[src/rtl/mtsp_scs_pkg.sv]
// Shared definitions for the SCs writeback path: lane geometry, the result
// record carried through the writeback FIFO, and a lane-masking helper.
package mtsp_scs_pkg;

    localparam int SCS_LANES  = 4;
    localparam int SCS_WORD_W = 32;
    localparam int SCS_TAG_W  = 4;

    // Lane 3 is X, lane 0 is W, matching the {X,Y,Z,W} order of the mask.
    typedef logic [SCS_LANES-1:0][SCS_WORD_W-1:0] scs_data_t;

    typedef struct packed {
        logic [SCS_TAG_W-1:0] tag;
        logic [SCS_LANES-1:0] mask;
        scs_data_t            data;
    } scs_result_t;

    // Zero every lane whose enable bit is clear.
    function automatic scs_data_t scs_mask_lanes(input scs_data_t d,
                                                 input logic [SCS_LANES-1:0] m);
        scs_data_t r;
        for (int l = 0; l < SCS_LANES; l++) begin
            r[l] = m[l] ? d[l] : '0;
        end
        return r;
    endfunction

endpackage

[src/rtl/mtsp_scs_wb_fifo.sv]
// Result FIFO for the SCs writeback path. Power-of-two depth, pointers carry
// one extra wrap bit so full and empty are distinguishable. The caller must
// only push when not full or when popping in the same cycle.
module mtsp_scs_wb_fifo
    import mtsp_scs_pkg::*;
#(
    parameter int  DEPTH = 4,
    parameter type T     = scs_result_t
) (
    input  logic clk,
    input  logic rst_n,
    input  logic push,
    input  T     push_data,
    input  logic pop,
    output logic full,
    output logic empty,
    output T     head
);

    localparam int PW = $clog2(DEPTH);

    T            mem_q [DEPTH];
    logic [PW:0] wr_q;
    logic [PW:0] rd_q;
    logic [PW:0] wr_d;
    logic [PW:0] rd_d;
    logic        do_pop;

    assign empty  = (wr_q == rd_q);
    assign full   = (wr_q[PW] != rd_q[PW]) && (wr_q[PW-1:0] == rd_q[PW-1:0]);
    assign head   = mem_q[rd_q[PW-1:0]];
    assign do_pop = pop && !empty;

    // Advance pointers on push/pop; wrap is implicit in the power-of-two width.
    always_comb begin
        wr_d = wr_q;
        rd_d = rd_q;
        if (push) wr_d = wr_q + 1'b1;
        if (do_pop) rd_d = rd_q + 1'b1;
    end

    // Pointer registers.
    always_ff @(posedge clk or negedge rst_n) begin
        if (!rst_n) begin
            wr_q <= '0;
            rd_q <= '0;
        end else begin
            wr_q <= wr_d;
            rd_q <= rd_d;
        end
    end

    // Storage needs no reset; the reader gates it with empty.
    always_ff @(posedge clk) begin
        if (push) mem_q[wr_q[PW-1:0]] <= push_data;
    end

endmodule

[src/rtl/mtsp_scs_writeback.sv]
// Writeback stage for the SCs primitive: tracks issued instructions through a
// LATENCY-deep tag pipe, captures lane results when each one exits, masks off
// disabled lanes and queues them in order for a ready/valid consumer. Issue is
// credit-throttled so the FIFO can never overflow.
// Optional build macro: MTSP_SCS_WB_BYPASS_EN (present an exiting result
// combinationally when the FIFO is empty, saving one cycle).
module mtsp_scs_writeback
    import mtsp_scs_pkg::*;
#(
    parameter int LATENCY = 2,
    parameter int DEPTH   = 4,
    parameter int TAG_W   = 4
) (
    input  logic                  CLK,
    input  logic                  nRST,
    input  logic                  ISSUE_nEN,
    input  logic [TAG_W-1:0]      ISSUE_TAG,
    input  logic [SCS_LANES-1:0]  ISSUE_MASK,
    output logic                  ISSUE_READY,
    input  logic [SCS_WORD_W-1:0] IX,
    input  logic [SCS_WORD_W-1:0] IY,
    input  logic [SCS_WORD_W-1:0] IZ,
    input  logic [SCS_WORD_W-1:0] IW,
    output logic                  O_VALID,
    input  logic                  O_READY,
    output logic [TAG_W-1:0]      O_TAG,
    output logic [SCS_LANES-1:0]  O_MASK,
    output logic [SCS_WORD_W-1:0] O_X,
    output logic [SCS_WORD_W-1:0] O_Y,
    output logic [SCS_WORD_W-1:0] O_Z,
    output logic [SCS_WORD_W-1:0] O_W,
    output logic                  OVERRUN
);

    localparam int CW = $clog2(DEPTH + 1);

    typedef struct packed {
        logic [TAG_W-1:0]     tag;
        logic [SCS_LANES-1:0] mask;
        scs_data_t            data;
    } wb_entry_t;

    logic [LATENCY-1:0]   pipe_valid_q;
    logic [TAG_W-1:0]     pipe_tag_q  [LATENCY];
    logic [SCS_LANES-1:0] pipe_mask_q [LATENCY];
    logic [CW-1:0]        credit_q;
    logic [CW-1:0]        credit_d;
    logic                 overrun_q;

    logic      issue_accept;
    logic      exit_valid;
    wb_entry_t exit_entry;
    wb_entry_t out_entry;
    wb_entry_t fifo_head;
    logic      fifo_push;
    logic      fifo_pop;
    logic      fifo_full;
    logic      fifo_empty;
    logic      out_valid;
    logic      handshake;

    assign ISSUE_READY  = (credit_q < CW'(DEPTH));
    assign issue_accept = !ISSUE_nEN && ISSUE_READY;
    assign exit_valid   = pipe_valid_q[LATENCY-1];
    assign OVERRUN      = overrun_q;

    // Tag/mask shift pipe that mirrors the primitive's fixed latency.
    always_ff @(posedge CLK or negedge nRST) begin
        if (!nRST) begin
            pipe_valid_q <= '0;
            for (int i = 0; i < LATENCY; i++) begin
                pipe_tag_q[i]  <= '0;
                pipe_mask_q[i] <= '0;
            end
        end else begin
            pipe_valid_q[0] <= issue_accept;
            pipe_tag_q[0]   <= ISSUE_TAG;
            pipe_mask_q[0]  <= ISSUE_MASK;
            for (int i = 1; i < LATENCY; i++) begin
                pipe_valid_q[i] <= pipe_valid_q[i-1];
                pipe_tag_q[i]   <= pipe_tag_q[i-1];
                pipe_mask_q[i]  <= pipe_mask_q[i-1];
            end
        end
    end

    // Build the record for the entry leaving the pipe, with disabled lanes zeroed.
    always_comb begin
        exit_entry      = '0;
        exit_entry.tag  = pipe_tag_q[LATENCY-1];
        exit_entry.mask = pipe_mask_q[LATENCY-1];
        exit_entry.data = scs_mask_lanes({IX, IY, IZ, IW}, pipe_mask_q[LATENCY-1]);
    end

    // Choose what the consumer sees and decide FIFO push/pop.
    always_comb begin
        out_valid = !fifo_empty;
        out_entry = fifo_head;
        fifo_push = exit_valid && (!fifo_full || (O_READY && !fifo_empty));
`ifdef MTSP_SCS_WB_BYPASS_EN
        if (fifo_empty && exit_valid) begin
            out_valid = 1'b1;
            out_entry = exit_entry;
            fifo_push = !O_READY;
        end
`endif
        if (!out_valid) out_entry = '0;
        fifo_pop  = !fifo_empty && O_READY;
        handshake = out_valid && O_READY;
    end

    mtsp_scs_wb_fifo #(
        .DEPTH (DEPTH),
        .T     (wb_entry_t)
    ) u_fifo (
        .clk       (CLK),
        .rst_n     (nRST),
        .push      (fifo_push),
        .push_data (exit_entry),
        .pop       (fifo_pop),
        .full      (fifo_full),
        .empty     (fifo_empty),
        .head      (fifo_head)
    );

    // Credits cover everything in flight or buffered; simultaneous issue and drain cancel.
    always_comb begin
        credit_d = credit_q;
        if (issue_accept && !handshake) credit_d = credit_q + 1'b1;
        else if (!issue_accept && handshake) credit_d = credit_q - 1'b1;
    end

    // Credit counter and sticky overrun flag.
    always_ff @(posedge CLK or negedge nRST) begin
        if (!nRST) begin
            credit_q  <= '0;
            overrun_q <= 1'b0;
        end else begin
            credit_q  <= credit_d;
            overrun_q <= overrun_q || (!ISSUE_nEN && !ISSUE_READY);
        end
    end

    assign O_VALID = out_valid;
    assign O_TAG   = out_entry.tag;
    assign O_MASK  = out_entry.mask;
    assign O_X     = out_entry.data[3];
    assign O_Y     = out_entry.data[2];
    assign O_Z     = out_entry.data[1];
    assign O_W     = out_entry.data[0];

endmodule

[config.mk]
export PLATFORM = sky130hd
export DESIGN_NAME = mtsp_scs_writeback
export DESIGN_NICKNAME = d
export VERILOG_FILES = /design/src/rtl/mtsp_scs_pkg.sv /design/src/rtl/mtsp_scs_wb_fifo.sv /design/src/rtl/mtsp_scs_writeback.sv
export SDC_FILE = /design/constraint.sdc
export NUM_CORES = 1
export LEC_CHECK = 0
export ABC_AREA = 1
export BUFFER_PORTS_ARGS = -buffer_cell sky130_fd_sc_hd__clkbuf_2
export CAP_MARGIN = 20
export CELL_PAD_IN_SITES_DETAIL_PLACEMENT = 1
export CELL_PAD_IN_SITES_GLOBAL_PLACEMENT = 1
export CORE_ASPECT_RATIO = 1.4
export CORE_MARGIN = 2
export CORE_UTILIZATION = 47
export CTS_CLUSTER_SIZE = 14
export DETAILED_ROUTE_END_ITERATION = 8
export PLACE_DENSITY_LB_ADDON = 0.1
export SYNTH_ARGS = -nofsm -noshare
export SYNTH_HDL_FRONTEND = slang
export SYNTH_SLANG_ARGS = --single-unit
[constraint.sdc]
create_clock -name CLK -period 8.56 [get_ports CLK]
set_input_delay 1.284 -clock CLK [delete_from_list [all_inputs] [get_ports CLK]]
set_output_delay 1.284 -clock CLK [all_outputs]
set_load 0.02 [all_outputs]
==> results.toml <==
[yosys]
syn_nets = 2109
yosys.area.top_type = "edfxtp_1"
yosys-top-cells-area = "edfxtp_1, o21ai_0, nand2_1, nor2_1, inv_1"
synth-simple-area-share_pct = 9.38
syn_area_per_cell_um2 = 11.8
synth-seq-cells = 572
synth.distinct_cells = 22
synthMuxAreaShare_pct = 0.0488
synth-compound-area-share_pct = 9.65
synth_top_family_by_area = "compound AO/OA/AOI/OAI gates"
synthXorXnorAreaFrac_pct = 0.152
netlist_area_um2 = 23100
yosys_warnings = 0
seq_area_frac_synth_pct = 73.8
synth_largest_type_area_fraction_pct = 70.7
yosys.area_share.adder_pct = 0.412
synthCells = 1962

[timing]
max-slew-margin-rel_pct = 27.5
worst_slack_ns = 3.31
setup_viol = 0
clock_skew_ns = 0.0212
rsz0062_at_grt = "no"
hold_violations = 0
min_period_ns = 5.25
post-route-period-util_pct = 61.4
clock.fmax_mhz = 190
finalSetupTns_ns = 0
worst_pin_slew_ns = 1.09
maxSlewViolCount = 0
holdWs_ns = 0.355

[floorplanning]
coreArea_um2 = 48800
die_h_um = 266
boundaryPins = 279
die_area_um2 = 51000
rows = 96
initial_core_util_pct = 47.4
die_x_um = 191

[clock_network]
cts_root_buf = "clkbuf_16"
clock_latency_ns = 0.58
cts_hold_buf = 0
ctsResizeCount = 0
clk_pin_slew_worst_paths_ns = 0.06
clockBufferDepth = 3
htreeDepth = 2
clock_sinks = 572
cts_setup_buffers = 0
cts_tree = "done"
cts_buffers = 54

[power_and_ir_drop]
total_power_mw = 10.2
vdd_drop_max_mv = 0.266
power.density_cell_area_nw_per_um2 = 380
power_leakage_nw = 11.3

[grt]
grt_usage_pct = 23.2
antenna_found_initial = 1
first_global_vias = 16600
grt_max_degree = 184
grt_overflow_total = 0
grt_pass1_wl_um = 90900

[placed_design]
dp.cells = 2781
portBuffers = 278
dpl.hpwl_um = 32900
place_congestion = 0.716
dpl_cell_area_um2 = 25000
dpl_worst_slack_ns = 3.39

[final_layout]
layout_commonest_cell = "edfxtp_1"
layout.cells.non_filler = 2885
nNetsFinal = 2349
final_cell_area_um2 = 26900
layout.area.seq_um2 = 17000
drive_above_1_share_pct = 18.3
layout-area-overhead-vs-synth_pct = 16.4
fillers = 5175
multi_input_area_um2 = 4570
layout_common_cells = "edfxtp_1, nand2_1, clkbuf_2, nor2_1, o21ai_0"
final_util_pct = 55.1

[setup_path]
crit_arrival_ns = 3.97
critPathRequiredTime_ns = 7.28
cp-start-kind = "flip-flop"
endpoint_kind = "primary output"
crit_fanout = 183
r2r_slack_ns = 4.33
worstReg2RegStart = "u_fifo.rd_q[0]$_DFFE_PN0P_"
critPathLaunch = "u_fifo.rd_q[0]$_DFFE_PN0P_"
crit_type = "reg -> out"

[route]
wl_um = 58900
drt-wirelength-per-cell_um = 20.4
vias = 15300
ant_nets = 0
first_pass_iters = 5
drt_iter0_drc = 947
drc_errors = 0
viasPerCell = 5.30

[status]
status = "complete, no violations"

[hold_path]
worstHoldPathType = "reg -> reg"
hold_start = "pipe_mask_q[6]$_DFF_PN0_"

[run]
cap_violations = 0
path summary, 6_finish.rpt:
kind	end	depth (start not counted)
worst max-delay path	O_Z[22]	10
worst min-delay path	exit_entry[130]$_DFF_PN0_	0
worst max register to register	u_fifo.mem_q[1][20]$_DFFE_PP_	9
worst min register to register	exit_entry[130]$_DFF_PN0_	0
max in group asynchronous	u_fifo.rd_q[1]$_DFFE_PN0P_	1
min in group asynchronous	pipe_mask_q[4]$_DFF_PN0_	1
critical path: stages, from the launching register on:
cell      delay, ns
dfrtp_4        0.69
inv_8          0.75
nand2_1        0.11
nand2_1        0.13
nor2_2         0.06
nand2_4        0.41
buf_16         0.32
buf_4          0.48
nand2_1        0.15
inv_2          0.07
clkbuf_2       0.16
per-layer routing:
layer | track usage [%] | part of all wire (%) | wire [um] | vias to the layer above
met5 | 0 | 0 | 0 | -
met2 | 41.9 | 53 | 30900 | 344
li1 | - | - | - | 7140
met1 | 28.8 | 41 | 24100 | 7710
met3 | 2.37 | 3.6 | 2090 | 101
met4 | 8.11 | 3.1 | 1800 | 0
registers in the layout (all words and copies together), names as in the netlist, 2 cells and up:
register / flops
pipe_tag_q: 4
exit_entry: 8
pipe_valid_q: 2
u_fifo.mem_q: 544
pipe_mask_q: 4
u_fifo.rd_q: 3
u_fifo.wr_q: 3
credit_q: 3
cell families (layout without fill, tap and decap cells):
logic type | count (synthesis) | count (layout)
simple gates | 574 | 574
flops | 572 | 572
compound gates | 411 | 411
buf+inv | 393 | 678
fa+ha+maj | 7 | 7
xor+xnor | 4 | 4
mux | 1 | 1
other cells | 0 | 1
cell usage after synthesis, drive strengths merged:
master    n
xnor2     1
dfrtp    28
a21oi     1
nand2   289
clkbuf   85
edfxtp  544
nor2    279
inv     276
o21bai    1
fa        1
xor2      3
mux2      1
o22ai   136
buf      32
o21ai   273
nand3     6
ha        6
layout make-up:
cell class / instances / share of cell area (%)
inverter: 276 / 3.89
antenna: 1 / 0.00931
clock inverter: 14 / 0.568
clock buffer: 87 / 6.13
timing repair buffer: 301 / 6.01
sequential: 572 / 63.4
multi-input combinational: 997 / 17.0
tap: 637 / 2.96
report_power, final:
| group | leakage, nW | switching, mW | internal, mW |
|---|---|---|---|
| sequential | 5.35 | 0.185 | 3.50 |
| clock | 0.877 | 1.00 | 1.41 |
| combinational | 5.12 | 2.98 | 1.13 |
| total | 11.3 | 4.17 | 6.04 |
(Power assumes the default switching activity.)
